--- src/rtl/shift_unloader_if.sv ---
// Handshake bundle for shift_unloader: the parallel load side and the serial bit stream.
// The master modport is the unloader itself; slave is the environment that drives it.
interface shift_unloader_if #(
    parameter int DW = 8
);
    logic          ld;
    logic [DW-1:0] data_in;
    logic          ready;
    logic          sout;
    logic          sout_valid;
    logic          sout_ready;
    logic          last;
    logic          done;

    modport master (
        input  ld, data_in, sout_ready,
        output ready, sout, sout_valid, last, done
    );

    modport slave (
        output ld, data_in, sout_ready,
        input  ready, sout, sout_valid, last, done
    );
endinterface

--- src/rtl/shift_unloader.sv ---
// Parallel-to-serial unloader: captures a DW-bit word on ld and streams it out one bit
// per accepted transfer, flagging the final bit and pulsing done once the word has left.
//
// state   | meaning
// S_IDLE  | waiting for ld; ready=1, no valid bit
// S_SHIFT | presenting shreg output bit; shifts on sout_valid & sout_ready
// S_DONE  | one-cycle done pulse, then back to S_IDLE
module shift_unloader #(
    parameter int DW        = 8,
    parameter bit MSB_FIRST = 1'b1
) (
    input  logic              clk,
    input  logic              rst,
    shift_unloader_if.master  bus
);
    localparam int CW = $clog2(DW);
    localparam logic [CW-1:0] CNT_LAST = CW'(DW - 1);

    typedef enum logic [1:0] {
        S_IDLE,
        S_SHIFT,
        S_DONE
    } state_t;

    state_t        state_q, state_d;
    logic [DW-1:0] shreg_q, shreg_d;
    logic [CW-1:0] cnt_q,   cnt_d;

    logic ready;
    logic sout_valid;
    logic done;
    logic out_bit;
    logic [DW-1:0] shreg_shifted;

    // Output end is the MSB or LSB; the vacated position fills with zero.
    always_comb begin
        if (MSB_FIRST) begin
            out_bit       = shreg_q[DW-1];
            shreg_shifted = {shreg_q[DW-2:0], 1'b0};
        end else begin
            out_bit       = shreg_q[0];
            shreg_shifted = {1'b0, shreg_q[DW-1:1]};
        end
    end

    always_ff @(posedge clk) begin
        if (rst) begin
            state_q <= S_IDLE;
            shreg_q <= '0;
            cnt_q   <= '0;
        end else begin
            state_q <= state_d;
            shreg_q <= shreg_d;
            cnt_q   <= cnt_d;
        end
    end

    always_comb begin
        state_d    = state_q;
        shreg_d    = shreg_q;
        cnt_d      = cnt_q;
        ready      = 1'b0;
        sout_valid = 1'b0;
        done       = 1'b0;

        case (state_q)
            S_IDLE: begin
                ready = 1'b1;
                if (bus.ld) begin
                    shreg_d = bus.data_in;
                    cnt_d   = '0;
                    state_d = S_SHIFT;
                end
            end
            S_SHIFT: begin
                sout_valid = 1'b1;
                if (bus.sout_ready) begin
                    shreg_d = shreg_shifted;
                    // Counter parks at its final value; it is cleared on the next load.
                    if (cnt_q == CNT_LAST) begin
                        state_d = S_DONE;
                    end else begin
                        cnt_d = cnt_q + 1'b1;
                    end
                end
            end
            S_DONE: begin
                done    = 1'b1;
                state_d = S_IDLE;
            end
            default: begin
                state_d = S_IDLE;
            end
        endcase
    end

    assign bus.ready      = ready;
    assign bus.sout_valid = sout_valid;
    assign bus.sout       = sout_valid & out_bit;
    assign bus.last       = sout_valid & (cnt_q == CNT_LAST);
    assign bus.done       = done;
endmodule

--- src/flat_wrapper.sv ---
// flat-port wrapper written by rule: the top's interface ports become plain ports
module shift_unloader_flat 
#(
    parameter int DW        = 8,
    parameter bit MSB_FIRST = 1'b1
)
  (clk, rst, bus_ld, bus_data_in, bus_sout_ready, bus_ready, bus_sout, bus_sout_valid, bus_last, bus_done);
  shift_unloader_if #(.DW(DW)) bus_i ();
  input  logic clk;
  input  logic rst;
  input wire logic [$bits(bus_i.ld)-1:0] bus_ld;
  input wire logic [$bits(bus_i.data_in)-1:0] bus_data_in;
  input wire logic [$bits(bus_i.sout_ready)-1:0] bus_sout_ready;
  output wire logic [$bits(bus_i.ready)-1:0] bus_ready;
  output wire logic [$bits(bus_i.sout)-1:0] bus_sout;
  output wire logic [$bits(bus_i.sout_valid)-1:0] bus_sout_valid;
  output wire logic [$bits(bus_i.last)-1:0] bus_last;
  output wire logic [$bits(bus_i.done)-1:0] bus_done;
  assign bus_i.ld = bus_ld;
  assign bus_i.data_in = bus_data_in;
  assign bus_i.sout_ready = bus_sout_ready;
  assign bus_ready = bus_i.ready;
  assign bus_sout = bus_i.sout;
  assign bus_sout_valid = bus_i.sout_valid;
  assign bus_last = bus_i.last;
  assign bus_done = bus_i.done;
  shift_unloader #(.DW(DW), .MSB_FIRST(MSB_FIRST)) u_core (.clk(clk), .rst(rst), .bus(bus_i));
endmodule
--- config.mk ---
export PLATFORM = sky130hd
export DESIGN_NAME = shift_unloader_flat
export DESIGN_NICKNAME = d
export VERILOG_FILES = /design/src/rtl/shift_unloader_if.sv /design/src/rtl/shift_unloader.sv /design/src/flat_wrapper.sv
export SDC_FILE = /design/constraint.sdc
export NUM_CORES = 1
export LEC_CHECK = 0
export CAP_MARGIN = 25
export CORE_MARGIN = 4
export CORE_UTILIZATION = 45
export DETAILED_ROUTE_END_ITERATION = 7
export DONT_BUFFER_PORTS = 1
export MAX_ROUTING_LAYER = met4
export SETUP_SLACK_MARGIN = 0.3
export SKIP_CTS_REPAIR_TIMING = 1
export SYNTH_ARGS = -nofsm -noshare
export SYNTH_HDL_FRONTEND = slang
export SYNTH_SLANG_ARGS = --single-unit
--- constraint.sdc ---
create_clock -name clk -period 1.25 [get_ports clk]
set_input_delay 0.25 -clock clk [delete_from_list [all_inputs] [get_ports clk]]
set_output_delay 0.25 -clock clk [all_outputs]
set_load 0.1 [all_outputs]
==> results of run 1 <==
-- cell families (layout without fill, tap and decap cells) --
logic type                 after synthesis  after routing  synth area share
AOI/OAI and AO/OA                       21             21            0.2537
adders and majority gates                2              2           0.03676
buffers and inverters                   12             27           0.07353
DFF                                     13             13            0.3824
muxes                                    2              2           0.02941
and+or+nand+nor                         23             24            0.2243
-- final timing paths --
check,cells past startpoint,from,endpoint,slack [ps]
min reg2reg,2,u_core.shreg_q[2],u_core.shreg_q[2],470
min,1,rst,u_core.cnt_q[1],20
max,3,u_core.state_q[1],bus_sout,-280
max reg2reg,6,u_core.state_q[1],u_core.cnt_q[2],-10
-- area by class of cell --
cell class / instances / area [um^2] / area share
multi-input combinational: 49 / 524.3 / 0.4929
timing repair buffer: 16 / 200.2 / 0.1882
sequential: 13 / 267.8 / 0.2518
clock buffer: 4 / 26.28 / 0.02471
tap: 15 / 18.77 / 0.01765
inverter: 7 / 26.28 / 0.02471
-- per-layer routing --
metal  GRT usage  up-vias  part of all wire
met1      0.2097      295              0.45
met2      0.2412       14              0.49
met3     0.06513        4             0.047
met4     0.09945        0             0.018
met5           -        -                 0
li1            -      298                 -
-- report_power, final --
group / switching [W] / total (W) / internal (W)
combinational: 0.000124 / 0.000245 / 0.000120
sequential: 0.0000273 / 0.000469 / 0.000442
clock: 0.000137 / 0.000261 / 0.000124
-- critical path, stage by stage, from the launching register on --
cell and delay (ps):
dfxtp_2 340, buf_6 130, nor2b_4 170, and2_4 360
-- registers in the layout, summed over array words and instances, names as in the netlist --
name / flops
u_core.cnt_q: 3
u_core.state_q: 2
u_core.shreg_q: 8
-- metrics by stage --
stage / worst slack, ps / instance area, um^2 / util / instances
after global placement: -65.52 / 847.1 / 0.6200 / 90
final: -281.7 / 1064 / 0.7784 / 104
after detailed placement: -112.4 / 847.1 / 0.6200 / 90
after CTS: -278.7 / 873.3 / 0.6392 / 94
after global routing: -332.0 / 1064 / 0.7784 / 104
after floorplan: -350.9 / 774.5 / - / 73
-- cell usage after synthesis --
cell type,number,area share
a211oi_2,7,0.13
a21oi_1,3,0.022
a311oi_1,1,0.013
and2_1,2,0.018
and3b_1,1,0.013
and4bb_1,1,0.018
buf_1,1,0.0055
buf_2,4,0.029
dfxtp_1,13,0.38
ha_1,2,0.037
inv_1,7,0.039
mux2i_1,2,0.029
nand2_1,2,0.011
nand2b_1,1,0.0092
nand3_1,2,0.015
nand3b_1,2,0.022
nand4bb_1,1,0.017
nor2_1,3,0.017
nor2b_1,4,0.037
nor3b_1,1,0.011
nor4bb_1,1,0.015
o21ai_1,2,0.015
o21bai_1,1,0.011
o22ai_1,7,0.064
or2_0,1,0.0092
or3b_1,1,0.013
==> results.cfg, run 1 <==
[pwr]
powerDensity_nw_per_um2 = 916.9
irDropWorstVdd_mv = 0.6063
leakagePower_nw = 0.3963
p_total_w = 0.0009751

[sta]
report.final.setup_viol = 6
worst-slew-pin-transition_ps = 293.4
finClkSkew_ps = 2.388
period_share = 1.225
rsz0062_at_grt = true
max_freq_ghz = 0.6529
timing.final.ws_setup_ps = -281.7
min_period_ps = 1532
max_slew_margin = 0.8054
fin_setup_tns_ps = -948.2
whs_ps = 18.28
slew_violations = 0
hold_viol = 0

[outcome]
status = finished, violations left
violations = setup timing

[worst_setup_path]
cp-end-kind = output pin
criticalPathCategory = reg -> out
required_ps = 1000
cp_data_arrival_time_ps = 1280
cp_max_fo = 6
startpoint_type = register

[placed_design]
gp_congestion = 0.7212
placement.io_buffers = 0
dp_hpwl_um = 1056

[logic_synthesis]
synth_nets = 87
synth_warnings = 0
synth_seq_cells = 13
yosysUniqueCellTypes = 26
avgSynthCellArea_um2 = 9.324
syn_inst = 73
ys_seq_area_frac = 0.3824
synth.cell_area_um2 = 680.7

[die]
die_area_um2 = 2199
rows = 13
die_h_um = 46.89
initial_core_util = 0.4982
ios = 17
die_w_um = 46.89
core_region_area_um2 = 1366

[routing]
antenna_left = 0
remaining_drc_errors = 0
wl_per_cell_um = 17.71
drtPass1Iterations = 4
drt_wl_total_um = 1842
drtIter0Drc = 10
num_vias = 611
vias_per_cell = 5.875

[cts]
numCtsBuffers = 3
clkTransAtPathRegs_ps = 80
clkLatencyLatePin_ps = 280
cts_root_buf = clkbuf_4
cts_tree = done
cts_buffer_depth = 2
cts_sinks = 13
cts.htree.levels = 1

[grt]
grt_pass1_vias = 512
antenna_found_initial = 0
grt_overflow = 0
grt_use_total = 0.1727
grt_pass1_wl_um = 2484
grt_start_max_net_pins = 15

[final_layout]
fin_nets = 104
layout_commonest_cell = dfxtp_1
final.fill_count = 91
mostFrequentLayoutCells = dfxtp_1, inv_1, a211oi_2
drive_gt1_frac = 0.5730
synthToLayoutAreaGrowth_pct = 56.25
diodes = 0

[worst_hold_path]
hp-class = in -> reg

[run]
maxCapViolCount = 0
Power figures use the tool's default switching activity.
==> run 2, diff against run 1 <==
MAX_ROUTING_LAYER = default   (was met4)
==> results.cfg, run 2 (same netlist as run 1, synthesis figures left out) <==
[outcome]
status = finished, violations left
violations = setup timing

[worst_setup_path]
cp.depth = 3
reg2reg_setup_slack_ps = -20
cpMaxStageDelayCell = and2_4
cp_cell_sequence = buf_6 -> nor2b_4 -> and2_4
cp_max_fo = 6
reg2reg_from = u_core.state_q[1]
startpoint_type = register
cp-endpoint = bus_sout
path_buf_inv = 1
cp_data_arrival_time_ps = 1280
r2r_cells = 6
cp-end-kind = output pin
criticalPathCategory = reg -> out
regToRegEndpoint = u_core.cnt_q[2]
critPathTopFamily = simple AND/OR/NAND/NOR gates
startpoint = u_core.state_q[1]
required_ps = 1000
cpPeakStageDelay_ps = 360

[final_layout]
synthToLayoutAreaGrowth_pct = 56.25
largest_reg_flops = 8
fin_nets = 104
multi_input_area_um2 = 524.3
regArea_um2 = 267.8
top_register = u_core.shreg_q
reg_top3 = u_core.shreg_q: 8 flops, u_core.cnt_q: 3 flops, u_core.state_q: 2 flops
final.fill_count = 91
mostFrequentLayoutCells = dfxtp_1, inv_1, a211oi_2
fin_area_um2 = 1064
layout_commonest_cell = dfxtp_1
drive_gt1_frac = 0.5730
diodes = 0

[sta]
fin_setup_tns_ps = -962.6
period_share = 1.227
report.final.setup_viol = 7
worst-slew-pin-transition_ps = 293.4
max_freq_ghz = 0.6521
timing.final.ws_setup_ps = -283.5
max_slew_margin = 0.8054
finClkSkew_ps = 2.835
slew_violations = 0
min_period_ps = 1533
rsz0062_at_grt = true
hold_viol = 0

[routing]
antenna_left = 0
wl_per_cell_um = 17.90
drtIter0Drc = 8
vias_per_cell = 5.962
num_vias = 620
drt_wl_total_um = 1862
remaining_drc_errors = 0
drtPass1Iterations = 4

[die]
rows = 13
core_region_area_um2 = 1366
die_h_um = 46.89
ios = 17
initial_core_util = 0.4982
die_area_um2 = 2199
die_w_um = 46.89

[pwr]
irDropWorstVdd_mv = 0.6087
powerDensity_nw_per_um2 = 919.7
leakagePower_nw = 0.3963
p_total_w = 0.0009782

[cts]
clkLatencyLatePin_ps = 280
cts_sinks = 13
numCtsBuffers = 3
cts_buffer_depth = 2
cts_root_buf = clkbuf_4
clkTransAtPathRegs_ps = 80
cts.htree.levels = 1
cts_tree = done

[placed_design]
dp_hpwl_um = 1056
gp_congestion = 0.7130
post_dp_cell_area_um2 = 847.1
placement.io_buffers = 0

[run]
maxCapViolCount = 0

[grt]
grt_use_total = 0.1673
antenna_found_initial = 0
grt_overflow = 0
grt_pass1_vias = 511
grt_pass1_wl_um = 2490
grt_start_max_net_pins = 15

[worst_hold_path]
hp-start = rst
hp-class = in -> reg
hold_path_depth = 1
==> run 2: cell counts in the layout (fill, tap and decap cells not counted) <==
No cell type changed its count.
==> run 2: area by class of cell <==
| cell class | count | area share |
|---|---|---|
| multi-input cells | 49 | 0.4929 |
| inverters | 7 | 0.02471 |
| flip-flops and latches | 13 | 0.2518 |
| clock buffers | 4 | 0.02471 |
| repair buffers | 16 | 0.1882 |
| well taps | 15 | 0.01765 |
==> run 2: through the flow <==
step	hold WS (ps)	util	std cells	setup slack [ps]
floorplan	320.6	-	73	-350.9
global placement	317.2	0.6200	90	-65.52
detailed placement	317.2	0.6200	90	-112.4
CTS	16.90	0.6392	94	-278.7
global route	-3.134	0.7784	104	-328.4
finish	16.11	0.7784	104	-283.5
==> run 2: worst min path at each step <==
stage	end	slack, ps
after detailed placement	u_core.cnt_q[1]	320
after floorplan	u_core.state_q[0]	320
after global placement	u_core.shreg_q[4]	320
final	u_core.cnt_q[1]	20
after global routing	u_core.cnt_q[1]	-3
after CTS	u_core.shreg_q[6]	20
==> run 2: metal layers <==
layer | share of wire | track usage | vias up
li1 | - | - | 298
met1 | 0.44 | 0.2097 | 299
met2 | 0.48 | 0.2412 | 18
met3 | 0.063 | 0.06513 | 5
met4 | 0.020 | 0.09945 | 0
met5 | 0 | 0 | -
==> run 2: where the power goes <==
part	internal, W	total [W]	leakage (nW)	switching, W
Sequential	0.000442	0.000469	0.109	0.0000274
Clock	0.000124	0.000264	0.0150	0.000140
Combinational	0.000120	0.000245	0.272	0.000125
Total	0.000686	0.000978	0.396	0.000292
==> run 3, diff against run 2 <==
SETUP_SLACK_MARGIN = default   (was 0.3)
==> results.cfg, run 3 (same netlist as run 1, synthesis figures left out) <==
[worst_hold_path]
hold_path_depth = 1
hp-start = rst
min_to = u_core.shreg_q[7]
hp-class = in -> reg

[routing]
num_vias = 574
wl_per_cell_um = 14.59
drtPass1Iterations = 3
remaining_drc_errors = 0
drt_wl_total_um = 1503
drtIter0Drc = 1
antenna_left = 0
vias_per_cell = 5.573

[die]
die_w_um = 46.89
ios = 17
core_region_area_um2 = 1366
initial_core_util = 0.4982
die_area_um2 = 2199
rows = 13
die_h_um = 46.89

[final_layout]
synthToLayoutAreaGrowth_pct = 39.71
drive_gt1_frac = 0.4432
final.fill_count = 120
largest_reg_flops = 8
layout_commonest_cell = dfxtp_1
reg_top3 = u_core.shreg_q: 8 flops, u_core.cnt_q: 3 flops, u_core.state_q: 2 flops
diodes = 0
mostFrequentLayoutCells = dfxtp_1, buf_4, inv_1, o22ai_1, a211oi_2
top_register = u_core.shreg_q
fin_cells = 103
multi_input_area_um2 = 429.2
regArea_um2 = 265.3
fin_nets = 103

[sta]
report.final.setup_viol = 15
max_slew_margin = 0.7795
period_share = 1.193
rsz0062_at_grt = true
worst-slew-pin-transition_ps = 329.8
min_period_ps = 1491
max_freq_ghz = 0.6707
finClkSkew_ps = 3.275
hold_viol = 0
fin_setup_tns_ps = -1154
slew_violations = 0
timing.final.ws_setup_ps = -241.0

[cts]
cts_buffer_depth = 2
cts.htree.levels = 1
clkLatencyLatePin_ps = 270
clkTransAtPathRegs_ps = 80
cts_tree = done
cts_root_buf = clkbuf_4
cts_sinks = 13
numCtsBuffers = 3

[worst_setup_path]
critPathTopFamily = flip-flops
cpPeakStageDelay_ps = 340
cp-end-kind = output pin
reg2reg_from = u_core.cnt_q[0]
cp_max_fo = 2
startpoint = u_core.cnt_q[0]
criticalPathCategory = reg -> out
regToRegEndpoint = u_core.cnt_q[2]
cp_cell_sequence = ha_4 -> ha_4 -> and2_4 -> buf_12
path_buf_inv = 1
cpMaxStageDelayCell = dfxtp_2
startpoint_type = register
reg2reg_setup_slack_ps = -50
required_ps = 1000
cp_data_arrival_time_ps = 1240
path_common_cell = ha_4
r2r_cells = 6

[placed_design]
placement.io_buffers = 0
dp.cells = 94
gp_congestion = 0.7226
dp_hpwl_um = 1004

[outcome]
status = finished, violations left
violations = setup timing

[pwr]
irDropWorstVdd_mv = 0.9273
powerDensity_nw_per_um2 = 969.5
leakagePower_nw = 0.3684

[run]
maxCapViolCount = 0

[grt]
grt_use_total = 0.1560
grt_overflow = 0
grt_pass1_vias = 524
grt_pass1_wl_um = 2339
antenna_found_initial = 0
grt_start_max_net_pins = 15
run 3: power breakdown:
part | switching (W) | internal (W) | leakage (nW)
Clock | 0.000130 | 0.000124 | 0.0150
Sequential | 0.0000151 | 0.000442 | 0.109
Combinational | 0.000116 | 0.0000948 | 0.245
Total | 0.000261 | 0.000661 | 0.368
run 3: layout make-up:
class / count / area share
clock buffer: 4 / 0.02763
inverter: 7 / 0.02763
multi-input combinational: 48 / 0.4513
sequential: 13 / 0.2789
tap: 15 / 0.01974
timing repair buffer: 16 / 0.1947
run 3: how the worst max path moves through the flow:
stage,to,slack [ps],cells past startpoint
after global routing,bus_last,-290,4
after floorplan,bus_last,-350,2
after global placement,bus_last,-30,4
final,bus_last,-240,4
after detailed placement,bus_last,-60,4
after CTS,bus_last,-360,4
run 3: metal layers:
| layer | vias up | GRT usage | part of all wire | wire [um] |
|---|---|---|---|---|
| li1 | 298 | - | - | - |
| met1 | 259 | 0.1810 | 0.41 | 620 |
| met2 | 15 | 0.2547 | 0.51 | 770 |
| met3 | 2 | 0.07280 | 0.067 | 101 |
| met4 | 0 | 0.04972 | 0.0073 | 11 |
| met5 | - | 0 | 0 | 0 |
run 3: worst register-to-register path, cell delays in order (launching register included):
cell and delay [ps]:
dfxtp_2 340, ha_4 160, ha_4 150, buf_4 140, and4bb_1 280, nand2_1 70, a21oi_2 100
run 3: through the flow:
stage	worst slack, ps	area (um^2)	hold slack (ps)	utilization	power [W]
3_3_place_gp	-31.83	824.5	316.8	0.6035	0.0006526
4_1_cts	-356.6	850.8	24.57	0.6227	0.0009113
6_report	-241.0	950.9	32.56	0.6960	0.0009219
5_1_grt	-287.9	950.9	-0.2851	0.6960	0.0009872
3_5_place_dp	-60.45	824.5	318.5	0.6035	0.0006569
2_1_floorplan	-350.9	715.7	320.6	-	0.0006200
